<file path="config.mk">
export PLATFORM = sky130hd
export DESIGN_NAME = mux_stim_gen
export DESIGN_NICKNAME = d
export VERILOG_FILES = /design/src/rtl/mux_stim_pkg.sv /design/src/rtl/lfsr16.sv /design/src/rtl/mux_stim_gen.sv
export SDC_FILE = /design/constraint.sdc
export NUM_CORES = 1
export LEC_CHECK = 0
export CORE_ASPECT_RATIO = 2
export CORE_MARGIN = 2
export CORE_UTILIZATION = 45
export DETAILED_ROUTE_END_ITERATION = 6
export PLACE_DENSITY = 0.75
export SLEW_MARGIN = 10
export SYNTH_ARGS = -nofsm -noshare
export SYNTH_HDL_FRONTEND = slang
export SYNTH_HIERARCHICAL = 1
export SYNTH_SLANG_ARGS = --single-unit
</file>
<file path="constraint.sdc">
create_clock -name clock -period 2.63 [get_ports clock]
set_clock_uncertainty 0.05 [all_clocks]
set_input_delay 0.526 -clock clock [delete_from_list [all_inputs] [get_ports clock]]
set_output_delay 0.526 -clock clock [all_outputs]
set_load 0.02 [all_outputs]
</file>
<file path="src/rtl/mux_stim_pkg.sv">
// Shared definitions for the muxtwo stimulus generator: FSM states,
// LFSR geometry, feedback taps and the default (non-zero) seed.
package mux_stim_pkg;

    localparam int LFSR_W = 16;

    // Feedback taps for x^16+x^14+x^13+x^11+1 in right-shift form: bits 0,2,3,5
    localparam logic [LFSR_W-1:0] LFSR_TAPS = 16'h002D;

    localparam logic [LFSR_W-1:0] SEED_DEFAULT_VAL = 16'hACE1;

    localparam int A_BIT = 0;
    localparam int B_BIT = 7;

    typedef enum logic {
        IDLE = 1'b0,
        RUN  = 1'b1
    } state_t;

    // An all-zero seed would lock the LFSR, so it is replaced by the default
    function automatic logic [LFSR_W-1:0] safe_seed(
        input logic [LFSR_W-1:0] seed_val,
        input logic [LFSR_W-1:0] dflt
    );
        return (seed_val == '0) ? dflt : seed_val;
    endfunction

endpackage

</file>
<file path="src/rtl/lfsr16.sv">
// 16-bit Fibonacci LFSR with synchronous step and seed load; load has
// priority over step and a zero load value is substituted by SEED_DEFAULT.
module lfsr16
    import mux_stim_pkg::*;
#(
    parameter logic [LFSR_W-1:0] SEED_DEFAULT = SEED_DEFAULT_VAL
) (
    input  logic              clock,
    input  logic              rst_n,
    input  logic              step,
    input  logic              load,
    input  logic [LFSR_W-1:0] load_val,
    output logic [LFSR_W-1:0] q
);

    logic [LFSR_W-1:0] q_reg;
    logic [LFSR_W-1:0] q_next;
    logic [LFSR_W-1:0] tap_bits;
    logic              fb;

    genvar gi;
    generate
        for (gi = 0; gi < LFSR_W; gi = gi + 1) begin : g_tap
            assign tap_bits[gi] = q_reg[gi] & LFSR_TAPS[gi];
        end
    endgenerate

    assign fb = ^tap_bits;

    always_comb begin
        q_next = q_reg;
        if (load) begin
            q_next = safe_seed(load_val, SEED_DEFAULT);
        end else if (step) begin
            q_next = {fb, q_reg[LFSR_W-1:1]};
        end
    end

    always_ff @(posedge clock or negedge rst_n) begin
        if (!rst_n) begin
            q_reg <= SEED_DEFAULT;
        end else begin
            q_reg <= q_next;
        end
    end

    assign q = q_reg;

endmodule

</file>
<file path="src/rtl/mux_stim_gen.sv">
// Pseudo-random stimulus source for a two-input mux: LFSR data bits on a/b,
// a slowly toggling select on sl, plus run/valid control and a step counter.
module mux_stim_gen
    import mux_stim_pkg::*;
#(
    parameter logic [LFSR_W-1:0] SEED_DEFAULT = SEED_DEFAULT_VAL,
    parameter int                SEL_PERIOD   = 100
) (
    input  logic              clock,
    input  logic              rst_n,
    input  logic              en,
    input  logic              seed_load,
    input  logic [LFSR_W-1:0] seed,
    output logic              a,
    output logic              b,
    output logic              sl,
    output logic              valid,
    output logic [15:0]       pat_cnt
);

    localparam logic [15:0] SEL_LAST = 16'(SEL_PERIOD - 1);

    state_t            state_reg;
    state_t            state_next;
    logic [15:0]       sel_cnt_reg;
    logic [15:0]       sel_cnt_next;
    logic              sl_reg;
    logic              sl_next;
    logic [15:0]       pat_cnt_reg;
    logic [15:0]       pat_cnt_next;
    logic              valid_reg;
    logic              step;
    logic [LFSR_W-1:0] lfsr_q;
    logic              unused_lfsr_bits;

    // Stepping is tied to the current state, so the IDLE->RUN edge never steps
    assign step = (state_reg == RUN) && !seed_load;

    lfsr16 #(
        .SEED_DEFAULT (SEED_DEFAULT)
    ) u_lfsr (
        .clock    (clock),
        .rst_n    (rst_n),
        .step     (step),
        .load     (seed_load),
        .load_val (seed),
        .q        (lfsr_q)
    );

    always_comb begin
        state_next = state_reg;
        case (state_reg)
            IDLE: if (en)  state_next = RUN;
            RUN:  if (!en) state_next = IDLE;
        endcase
        if (seed_load) begin
            state_next = IDLE;
        end
    end

    always_comb begin
        sel_cnt_next = sel_cnt_reg;
        sl_next      = sl_reg;
        pat_cnt_next = pat_cnt_reg;
        if (seed_load) begin
            sel_cnt_next = '0;
            sl_next      = 1'b0;
            pat_cnt_next = '0;
        end else if (step) begin
            pat_cnt_next = pat_cnt_reg + 16'd1;
            if (sel_cnt_reg == SEL_LAST) begin
                sel_cnt_next = '0;
                sl_next      = ~sl_reg;
            end else begin
                sel_cnt_next = sel_cnt_reg + 16'd1;
            end
        end
    end

    always_ff @(posedge clock or negedge rst_n) begin
        if (!rst_n) begin
            state_reg   <= IDLE;
            sel_cnt_reg <= '0;
            sl_reg      <= 1'b0;
            pat_cnt_reg <= '0;
            valid_reg   <= 1'b0;
        end else begin
            state_reg   <= state_next;
            sel_cnt_reg <= sel_cnt_next;
            sl_reg      <= sl_next;
            pat_cnt_reg <= pat_cnt_next;
            valid_reg   <= (state_next == RUN);
        end
    end

    assign a       = lfsr_q[A_BIT];
    assign b       = lfsr_q[B_BIT];
    assign sl      = sl_reg;
    assign valid   = valid_reg;
    assign pat_cnt = pat_cnt_reg;

    assign unused_lfsr_bits = ^{lfsr_q[LFSR_W-1:B_BIT+1], lfsr_q[B_BIT-1:A_BIT+1]};

endmodule

</file>
==> results of run 1 <==
[per-layer routing]
layer | vias up | track usage | part of all wire
met5 | - | 0 | 0
met4 | 0 | 0.07597 | 0.027
met3 | 10 | 0.03484 | 0.038
met2 | 40 | 0.3553 | 0.58
met1 | 986 | 0.1951 | 0.36
li1 | 981 | - | -
[final timing paths]
path | end | depth (start not counted) | slack (ns)
worst max-delay path | a | 1 | 0.59
worst min-delay path | u_lfsr/q[14]$_DFFE_PN0P_ | 1 | 0.16
worst max register to register | sel_cnt_reg[15]$_DFFE_PN0P_ | 6 | 0.76
worst min register to register | pat_cnt[15]$_DFFE_PN0P_ | 2 | 0.51
max in group asynchronous | u_lfsr/q[6]$_DFFE_PN1P_ | 2 | 1.71
min in group clock | pat_cnt[15]$_DFFE_PN0P_ | 2 | 0.51
[logic make-up (layout without fill, tap and decap cells)]
kind of cell / count (synthesis) / count (layout)
buffers and inverters: 13 / 56
adders and majority gates: 2 / 2
AOI/OAI and AO/OA: 37 / 37
DFF: 50 / 50
and+or+nand+nor: 104 / 104
xor gates and xnor gates: 25 / 25
muxes: 18 / 18
[metrics by stage]
stage                     instance area [sq um]  setup WS (ns)  hold WS, ns  utilization  power, mW
after detailed placement                   3042         0.6333       0.4782       0.5374      1.025
after global routing                       3191         0.5387       0.1936       0.5637      1.710
final                                      3191         0.5858       0.1556       0.5637      1.643
after floorplan                            2601         0.7066       0.1804            -     0.9382
after global placement                     3042         0.6224       0.4733       0.5374      1.022
after CTS                                  3191         0.5672       0.1701       0.5637      1.662
[area by class of cell]
| class | count | area (sq um) | share of cell area |
|---|---|---|---|
| multi-input cells | 186 | 1267 | 0.3973 |
| flip-flops and latches | 50 | 1261 | 0.3953 |
| repair buffers | 45 | 425.4 | 0.1333 |
| clock buffers | 5 | 125.1 | 0.03922 |
| well taps | 61 | 76.32 | 0.02392 |
| clock inverters | 3 | 23.77 | 0.007451 |
| inverters | 3 | 11.26 | 0.003529 |
[synthesized netlist by cell type, drive strengths merged]
cell	number
a21oi	9
a22oi	1
and2	1
and3	3
and4	4
and4b	1
buf	6
clkbuf	4
dfrtp	42
dfstp	8
ha	2
inv	3
mux2	7
mux2i	11
nand2	22
nand2b	2
nand3	6
nand3b	1
nand4	12
nor2	27
nor2b	1
nor3	5
nor3b	1
nor4	9
o2111ai	1
o211a	1
o21ai	14
o21bai	1
o22a	7
o32ai	1
o41ai	2
or2	2
or3	4
or3b	1
or4	1
or4b	1
xnor2	13
xor2	12
[placed cells by master, fill, tap and decap left out, drive strengths merged, types with 2 or more instances in the layout]
cell / instances
a21oi: 9
and3: 3
and4: 4
buf: 8
clkbuf: 5
clkdlybuf4s50: 37
clkinvlp: 2
dfrtp: 42
dfstp: 8
ha: 2
inv: 4
mux2: 7
mux2i: 11
nand2: 22
nand2b: 2
nand3: 6
nand4: 12
nor2: 27
nor3: 5
nor4: 9
o21ai: 14
o22a: 7
o41ai: 2
or2: 2
or3: 4
xnor2: 13
xor2: 12
[power breakdown]
| group | leakage [nW] | switching [mW] | internal, mW |
|---|---|---|---|
| clock network | 0.0664 | 0.281 | 0.355 |
| logic | 0.542 | 0.0865 | 0.0883 |
| registers | 0.654 | 0.0235 | 0.808 |
==> qor.txt, run 1 <==
Warnings, synthesis - 6
Vias per cell - 5.714
Syn Inst Count - 249
Cell accounting for the most synthesized area - dfrtp_1
Initial antenna violation count - 0
Critical Path Source - u_lfsr/q[0]$_DFFE_PN1P_
Post-synthesis compound-gate area fraction - 0.09957
Flop and latch count out of synthesis - 50
Crit start category - flip-flop
Simple logic cell fraction of the synthesized area - 0.2198
H-tree depth - 2
Crit path max fanout - 3
Actual slew at the worst max-slew pin - 0.5207 ns
CTS-repair resized insts - 0
Overall routed net length - 5727 microns
Die height - 111.5 microns
Final period util - 0.7773
Die Width - 57.76 microns
Cell variety after synth - 50
Post-synthesis mux area share - 0.07407
WL per Instance - 16.22 microns
I/O pins - 40
P_leak - 1.262 nW
Final Max Tran Viols - 0
GRT Total Usage - 0.1889
CP endpoint kind - output pin
Share of cells above drive strength 1 - 0.1610
Endpoints failing hold - 0
Placer Congestion - 0.8451
Endpoints failing setup - 0
Top-area cell type share of the netlist area - 0.4040
Std-Cell Core Area - 5660 sq um
Fin cells - 353
Setup CP Type - reg2out
CTS tree - yes
Main combinational cell family by area after synthesis - simple AND/OR/NAND/NOR gates
Vias in the first global route - 1987
Setup TNS Final - 0 ns
Detail Route Antenna Nets - 0
Synth-to-layout area growth - 22.66%
CP Data Arrival Time - 1.47 ns
# Post-CTS Setup Buffers - 0
Initial Util - 0.4595
CTS clk-pin slew, worst paths - 0.07 ns
TritonRoute pass-1 iters - 4
Power Dens Cells - 515.1 nW/um^2
Fillers - 505
Placed insts - 345
Sequential area share after synthesis - 0.4848
Fmax - 0.4892 GHz
Number of diodes - 0
Initial drt markers - 59
Synth Area in Adders - 0.009620
Worst-Skew Late Latency - 0.29 ns
DR vias - 2017
Longest Clk Path Bufs - 2
Crit-path max cell delay - 0.62 ns
Synth area leaders - dfrtp_1 40%, dfstp_2 8.1%, xnor2_1 4.4%, mux2i_1 4.2%, xor2_1 4.0%
Placement Rows - 39
Die footprint - 6441 sq um
XOR/XNOR Fraction of Synth Area - 0.08418
Slew margin rel. - 0.6529
I/O Buffers - 39
Drc violations - 0
Cell-by-cell trace of the critical path - clkdlybuf4s50_1
CTS root buf - clkbuf_16
Status - finished clean
Period minus WS final - 2.044 ns
RSZ-0062 raised after global routing - false
Hold_buf cts - 0
Reg2Reg Launch Point - sel_cnt_reg[0]$_DFFE_PN0P_
CTS Sinks - 50
DP HPWL - 4439 microns
Total of max-cap violations - 0
GRT overflow - 0
CTS Buf Count - 5
Syn Std Cell Area - 2601 sq um
NumNets Final - 313
Syn avg cell area - 10.45 sq um
CP top delay family - buffers and inverters
Max IR drop VDD - 0.4895 mV
Buf+Inv Stages, Crit Path - 1
Worst EP required - 2.05 ns
Syn_nets - 271
Largest net degree at the start of global routing - 42
Global-route wire length before repair - 9390 microns
Slowest-stage cell, CP - clkdlybuf4s50_1
HP Class - in2async
Note: power is estimated with default switching activity, not from simulation.
==> run 2: changes to the inputs <==
==> constraint.sdc (replaced) <==
create_clock -name clock -period 1.9 [get_ports clock]
set_clock_uncertainty 0.05 [all_clocks]
set_input_delay 0.38 -clock clock [delete_from_list [all_inputs] [get_ports clock]]
set_output_delay 0.38 -clock clock [all_outputs]
set_load 0.02 [all_outputs]
==> qor.txt, run 2 (synthesis results as in run 1) <==
Final Max Tran Viols - 0
Setup TNS Final - 0 ns
CTS tree - yes
Pre-CTS setup slack - 0.04456 ns
CP endpoint kind - output pin
Most common cell after layout, fill and taps aside - dfrtp_1
Largest net degree at the start of global routing - 31
Initial antenna violation count - 0
Synth-to-layout area growth - 25.78%
Initial drt markers - 70
GRT Total Usage - 0.2049
Placement Rows - 39
RR Endpoint - sl$_DFFE_PN0P_
Crit-path max cell delay - 0.65 ns
Failing checks - hold timing
Comb power frac - 0.107
Setup CP Type - reg2out
Die height - 111.5 microns
Share of cells above drive strength 1 - 0.1812
Endpoints failing setup - 0
I/O pins - 40
Placer Congestion - 0.8200
CP top delay family - buffers and inverters
HP Class - in2async
Vias per cell - 5.808
Hold_buf cts - 0
Worst-Skew Late Latency - 0.29 ns
Final period util - 0.9745
Period minus WS final - 1.852 ns
Cell-by-cell trace of the critical path - clkdlybuf4s50_1
Max IR drop VDD - 0.6135 mV
TritonRoute pass-1 iters - 4
Die footprint - 6441 sq um
Total of max-cap violations - 0
Status - finished, violations left
CTS Sinks - 50
Final instance area - 3272 sq um
Slowest-stage cell, CP - clkdlybuf4s50_1
H-tree depth - 2
Endpoints failing hold - 1
NumNets Final - 319
Global-route wire length before repair - 10050 microns
CTS root buf - clkbuf_16
Worst EP required - 1.47 ns
Die Width - 57.76 microns
Fillers - 504
DR vias - 2085
CP Data Arrival Time - 1.42 ns
Drc violations - 0
I/O Buffers - 39
Placed Area - 3112 sq um
Net switching power - 0.5314 mW
Total power - 2.299 mW
CTS clk-pin slew, worst paths - 0.06 ns
Power Dens Cells - 702.7 nW/um^2
Overall routed net length - 5915 microns
P_leak - 1.332 nW
Detail Route Antenna Nets - 0
Actual slew at the worst max-slew pin - 0.4919 ns
Register area - 1262 sq um
Crit path max fanout - 7
Crit start category - flip-flop
Seq pwr share - 0.502
Clk pwr share - 0.390
Buf+Inv Stages, Crit Path - 1
Initial Util - 0.4595
R2R Setup Slk - 0.22 ns
Reg2Reg Launch Point - sel_cnt_reg[0]$_DFFE_PN0P_
CTS Buf Count - 5
Number of diodes - 0
Commonest non-fill, non-tap cells in the layout - 41 x dfrtp_1, 34 x clkdlybuf4s50_1, 27 x nor2_1, 22 x nand2_1
Vias in the first global route - 2164
Hold Slack - -0.001059 ns
Slew margin rel. - 0.6720
DP HPWL - 4498 microns
GRT overflow - 0
Std-Cell Core Area - 5660 sq um
RSZ-0062 raised after global routing - false
Longest Clk Path Bufs - 2
Area occupied by multi-input gates - 1267 sq um
Fmax - 0.5401 GHz
Reg2reg path depth - 5
Pint - 1.768 mW
Net Sw Frac - 0.2311
WL per Instance - 16.48 microns
Post-route worst setup slack - 0.04839 ns
## run 2: worst register-to-register path, delay by kind of cell, from the launching register on
family / cells / cell delay [ns]
compound gates: 1 / 0.14
flops: 1 / 0.43
fa+ha+maj: 1 / 0.23
simple gates: 3 / 0.75
## run 2: worst max-delay path by stage
stage	from	end	slack (ns)	depth (start not counted)
finish	pat_cnt[3]$_DFFE_PN0P_	pat_cnt[3]	0.05	1
detailed placement	seed[11]	u_lfsr/q[0]$_DFFE_PN1P_	0.04	5
floorplan	valid$_DFF_PN0_	u_lfsr/q[7]$_DFFE_PN1P_	0.05	7
global route	pat_cnt[3]$_DFFE_PN0P_	pat_cnt[3]	0.005	1
global placement	seed[4]	u_lfsr/q[6]$_DFFE_PN1P_	0.06	5
CTS	u_lfsr/q[0]$_DFFE_PN1P_	a	0.01	1
## run 2: area by class of cell
type	count	area share
sequential	50	0.3859
timing repair buffer	51	0.1537
inverter	3	0.003442
multi-input combinational	186	0.3874
clock inverter	2	0.003824
tap	61	0.02333
clock buffer	6	0.04245
## run 2: repair_timing
action                                  4_1_cts  5_1_grt
gates resized for setup                       1        3
endpoints found under the setup margin        1        3
cloned                                        0        0
setup buffers                                 0        0
## run 2: metal layers
| metal | GRT usage | share of wire | vias to the layer above | routed length [microns] |
|---|---|---|---|---|
| li1 | - | - | 999 | - |
| met1 | 0.2089 | 0.36 | 1011 | 2131 |
| met2 | 0.3614 | 0.54 | 57 | 3219 |
| met3 | 0.03484 | 0.039 | 18 | 230 |
| met4 | 0.1411 | 0.056 | 0 | 334 |
| met5 | 0 | 0 | - | 0 |
## run 2: power groups by stage
stage,Clock (mW),Sequential (mW),Combinational [mW]
3_5_place_dp,0,1.17,0.250
6_report,0.897,1.16,0.247
4_1_cts,0.929,1.16,0.251
3_3_place_gp,0,1.17,0.246
5_1_grt,0.977,1.16,0.270
2_1_floorplan,0,1.17,0.126
## run 2: stage by stage
step / hold slack [ns] / cells / util
after CTS: 0.006959 / 359 / 0.5767
after global routing: 0.01880 / 359 / 0.5780
after detailed placement: 0.3223 / 351 / 0.5497
final: -0.001059 / 359 / 0.5780
after floorplan: 0.03441 / 249 / -
after global placement: 0.3176 / 351 / 0.5497
==> run 3: changes to the inputs <==
--- a/config.mk
+++ b/config.mk
@@ -7,9 +7,9 @@
 export LEC_CHECK = 0
 export CORE_ASPECT_RATIO = 2
 export CORE_MARGIN = 2
-export CORE_UTILIZATION = 45
+export CORE_UTILIZATION = 54
 export DETAILED_ROUTE_END_ITERATION = 6
-export PLACE_DENSITY = 0.75
+export PLACE_DENSITY = 0.86
 export SLEW_MARGIN = 10
 export SYNTH_ARGS = -nofsm -noshare
 export SYNTH_HDL_FRONTEND = slang
==> qor.txt, run 3 (synthesis results as in run 1) <==
I/O pins - 40
Number of diodes - 0
Hold Slack - 0.0004924 ns
Synth-to-layout area growth - 24.63%
WL per Instance - 16.78 microns
Drc violations - 0
DR vias - 2091
GRT overflow - 0
Reg2Reg Launch Point - sel_cnt_reg[0]$_DFFE_PN0P_
Crit-path max cell delay - 0.64 ns
Vias per cell - 5.940
I/O Buffers - 39
Commonest non-fill, non-tap cells in the layout - 41 x dfrtp_1, 32 x clkdlybuf4s50_1, 27 x nor2_1, 22 x nand2_1
Longest Clk Path Bufs - 2
Critical Path Source - pat_cnt[5]$_DFFE_PN0P_
RSZ-0062 raised after global routing - false
Crit start category - flip-flop
Most common cell after layout, fill and taps aside - dfrtp_1
Vias in the first global route - 2230
Total power - 2.321 mW
CTS clk-pin slew, worst paths - 0.09 ns
Endpoints failing hold - 0
Die height - 102.2 microns
Fillers - 348
Initial drt markers - 35
Slowest-stage cell, CP - clkdlybuf4s50_1
Status - finished clean
Register area - 1262 sq um
CP top delay family - buffers and inverters
Die Width - 53.08 microns
Crit path max fanout - 6
Detail Route Antenna Nets - 0
DP HPWL - 4321 microns
Final period util - 0.9611
RR Endpoint - sel_cnt_reg[15]$_DFFE_PN0P_
Initial antenna violation count - 0
Power Dens Cells - 716.0 nW/um^2
Final Util - 0.6984
Reg2reg path depth - 6
Total of max-cap violations - 0
Die footprint - 5422 sq um
Overall routed net length - 5908 microns
Endpoints failing setup - 0
Max IR drop VDD - 0.5466 mV
NumNets Final - 318
CTS Sinks - 50
Placed insts - 344
R2R Setup Slk - 0.20 ns
Area occupied by multi-input gates - 1267 sq um
GRT Total Usage - 0.2478
Fin cells - 352
Worst EP required - 1.47 ns
Setup CP Type - reg2out
Placer Congestion - 0.8512
Share of cells above drive strength 1 - 0.1785
Placement Rows - 35
CP endpoint kind - output pin
Initial Util - 0.5604
CP Data Arrival Time - 1.40 ns
Setup TNS Final - 0 ns
CTS root buf - clkbuf_8
CTS tree - yes
Std-Cell Core Area - 4642 sq um
Cell-by-cell trace of the critical path - clkdlybuf4s50_1
HP Class - in2async
Largest net degree at the start of global routing - 51
TritonRoute pass-1 iters - 4
Final Max Tran Viols - 0
H-tree depth - 2
Global-route wire length before repair - 9915 microns
Actual slew at the worst max-slew pin - 0.3414 ns
Slew margin rel. - 0.7703
Buf+Inv Stages, Crit Path - 1
Fmax - 0.5476 GHz
CTS Buf Count - 5
Period minus WS final - 1.826 ns
P_leak - 1.335 nW
Worst-Skew Late Latency - 0.31 ns
[run 3: cell count changes in the layout (fill, tap and decap cells not counted), moves of 2 or more]
cell             before  now
bufinv_16             0    2
clkdlybuf4s50_1      34   32
clkbuf_8              1    6
clkbuf_16             5    0
dlygate4sd2_1         0    3
[run 3: routing by layer]
metal | vias up | GRT usage | part of all wire
met5 | - | 0 | 0
met1 | 1041 | 0.2512 | 0.37
met2 | 52 | 0.4663 | 0.56
met4 | 0 | 0.1243 | 0.032
li1 | 986 | - | -
met3 | 12 | 0.03655 | 0.035
[run 3: through the flow]
stage | instance area (sq um) | worst slack, ns
2_1_floorplan | 2601 | 0.04566
3_3_place_gp | 3097 | 0.07712
3_5_place_dp | 3097 | 0.06783
4_1_cts | 3237 | 0.03189
5_1_grt | 3242 | 0.01577
6_report | 3242 | 0.07384
[run 3: what timing repair did]
item	in CTS	in global routing
endpoints found under the setup margin	4	2
hold buffers	0	0
hold endpoints to repair	0	0
gates resized for setup	4	2
setup buffers	0	0
[run 3: report_power, final]
group	total (mW)	switching (mW)	leakage [nW]	internal, mW
registers	1.16	0.0375	0.653	1.12
logic	0.243	0.118	0.611	0.125
clock network	0.922	0.361	0.0714	0.561
[run 3: cell type report]
class	count	share of cell area
Sequential cell	50	0.3894
Inverter	3	0.003474
Multi-Input combinational cell	186	0.3910
Timing Repair Buffer	50	0.1509
Clock inverter	2	0.01853
Clock buffer	6	0.02547
Tap cell	55	0.02123
[run 3: how the worst max path moves through the flow]
stage	to	cells after the start
finish	pat_cnt[5]	1
global route	pat_cnt[2]	1
CTS	valid	1
detailed placement	u_lfsr/q[6]$_DFFE_PN1P_	5
global placement	u_lfsr/q[0]$_DFFE_PN1P_	5
floorplan	u_lfsr/q[7]$_DFFE_PN1P_	7
[run 3: worst reg2reg max path: cells and delay by family (launching register included)]
family	cells	cell delay (ns)
AOI/OAI and AO/OA	2	0.24
adders and majority gates	1	0.24
buffers and inverters	1	0.20
DFF	1	0.44
and+or+nand+nor	2	0.40
==> RTL change, RTL diff (settings of run 3) <==
Set the package constant `LFSR_W` to 32 (it was 16).
--- a/src/rtl/mux_stim_pkg.sv
+++ b/src/rtl/mux_stim_pkg.sv
@@ -3,5 +3,5 @@
 package mux_stim_pkg;
 
-    localparam int LFSR_W = 16;
+    localparam int LFSR_W = 32;
 
     // Feedback taps for x^16+x^14+x^13+x^11+1 in right-shift form: bits 0,2,3,5
Ports: changed (resized seed); port bits go from 40 to 56. The function was not compared with the original's and may differ.
==> RTL change against run 3 <==
  * Non-clock buffer count rose by 22
  * Largest power group unchanged
  * Sequential power rose by 34%
  * Total power rose by 47%
  * Wire length rose by 22%
  * Register-to-register slack got worse by 0.03 ns
  * Sequential cell count rose by 16
  * Synthesized area rose by 30%
  * Design area rose by 34%
  * Maximum frequency fell by 0.95%
  * Setup slack got worse by 0.018 ns
  * Critical path depth did not move
==> RTL change: results (changes against run 3) <==
===========================================================================
TritonCTS Buffers ............................................            9   was 5
Gp weighted congestion .......................................        0.764   was 0.851
Pre-CTS setup slack ..........................................    -0.205 ns   was 0.0678 ns
Syn Inst Count ...............................................          340   was 249
Relative slew slack ..........................................        74.4%   was 77.0%
Hold-fix buffers, CTS ........................................            1   was 0
Placement Cell Area ..........................................    4070 um^2   was 3100 um^2
Aggregate global-route resource usage ........................        23.7%   was 24.8%
Worst hold slack after final layout ..........................     0.305 ns   was 0.000492 ns
Root buffer cell ............................................. sky130_fd_sc_hd__clkbuf_16   was sky130_fd_sc_hd__clkbuf_8
Hold Path Class .............................................. primary input to register   was primary input to asynchronous set/reset pin
Slowest Stage Delay on Critical Path .........................      0.64 ns   about the same
Vias in the first global route ...............................         2781   was 2230
Worst R2R Setup Slack ........................................      0.17 ns   was 0.20 ns
Worst-Skew Late Latency ......................................      0.33 ns   was 0.31 ns
Number of placed instances, taps included ....................          457   was 344
Share of cells above drive strength 1 ........................        12.2%   was 17.8%
Post-synthesis cell type count ...............................           49   was 50
Peak supply drop .............................................       649 uV   was 547 uV
Sequential fraction of the synthesis area ....................        49.3%   was 48.5%
Maximum number of pins on one net before global-route repair .           48   was 51
Final net count ..............................................          444   was 318
Reg clk slew, reported paths .................................      0.05 ns   was 0.09 ns
Total via count after detailed routing .......................         2757   was 2091
Sum of net half-perimeters after detailed placement ..........      5100 um   was 4320 um
Post-synth net total .........................................          378   was 271
Status .......................................................    completed   unchanged
Leakage dissipation ..........................................      1.83 nW   was 1.33 nW
Depth of the CTS H-tree ......................................            3   was 2
Startpoint of the worst setup timing path .................... pat_cnt[2]$_DFFE_PN0P_   was pat_cnt[5]$_DFFE_PN0P_
Wire length of the first global-routing pass .................     12300 um   was 9920 um
Cell types with the highest counts after synthesis ........... sky130_fd_sc_hd__dfrtp_1, sky130_fd_sc_hd__nand2_1, sky130_fd_sc_hd__nor2_1, sky130_fd_sc_hd__o21ai_0, sky130_fd_sc_hd__mux2i_1   was sky130_fd_sc_hd__dfrtp_1, sky130_fd_sc_hd__nor2_1, sky130_fd_sc_hd__nand2_1, sky130_fd_sc_hd__o21ai_0, sky130_fd_sc_hd__xnor2_1
Input/output buffers .........................................           55   was 39
Final Instance Count excl. Fillers ...........................          473   was 352
===========================================================================
[RTL change: cell families (layout without fill, tap and decap cells)]
logic type	after synthesis	in the layout	share of synthesized area, %
AOI/OAI and AO/OA	60	60	11.0
xor gates and xnor gates	25	25	6.50
adders and majority gates	2	2	0.742
buffers and inverters	28	98	3.75
DFF	66	66	49.3
muxes	26	26	7.72
and+or+nand+nor	133	133	21.0
[RTL change: worst max-delay path by stage]
stage / endpoint / slack [ns] / cells past startpoint
final: pat_cnt[2] / 0.06 / 1
after global routing: pat_cnt[2] / 0.002 / 1
after CTS: pat_cnt[8] / 0.02 / 1
after detailed placement: u_lfsr/q[11]$_DFFE_PN1P_ / -0.20 / 6
after global placement: u_lfsr/q[0]$_DFFE_PN1P_ / -0.12 / 6
after floorplan: u_lfsr/q[24]$_DFFE_PN0P_ / 0.005 / 7
[RTL change: power by group]
group	internal, W	switching (W)	leakage, nW
Sequential	0.00150	0.0000506	0.849
Combinational	0.000183	0.000179	0.842
Clock	0.000938	0.000566	0.138
Total	0.00262	0.000795	1.83
[RTL change: final cells by class]
| class | count | area (um^2) |
|---|---|---|
| multi-input cells | 246 | 1590 |
| repair buffers | 72 | 708 |
| well taps | 63 | 78.8 |
| flip-flops and latches | 66 | 1660 |
| inverters | 11 | 41.3 |
| clock buffers | 12 | 256 |
| fillers | 431 | 1650 |
| clock inverters | 3 | 15.0 |
[RTL change: per-layer routing]
| layer | GRT usage, % | wire length, um | vias up |
|---|---|---|---|
| li1 | - | - | 1343 |
| met1 | 26.5 | 2790 | 1350 |
| met2 | 41.4 | 4070 | 53 |
| met3 | 6.03 | 231 | 11 |
| met4 | 9.78 | 132 | 0 |
| met5 | 0 | 0 | - |
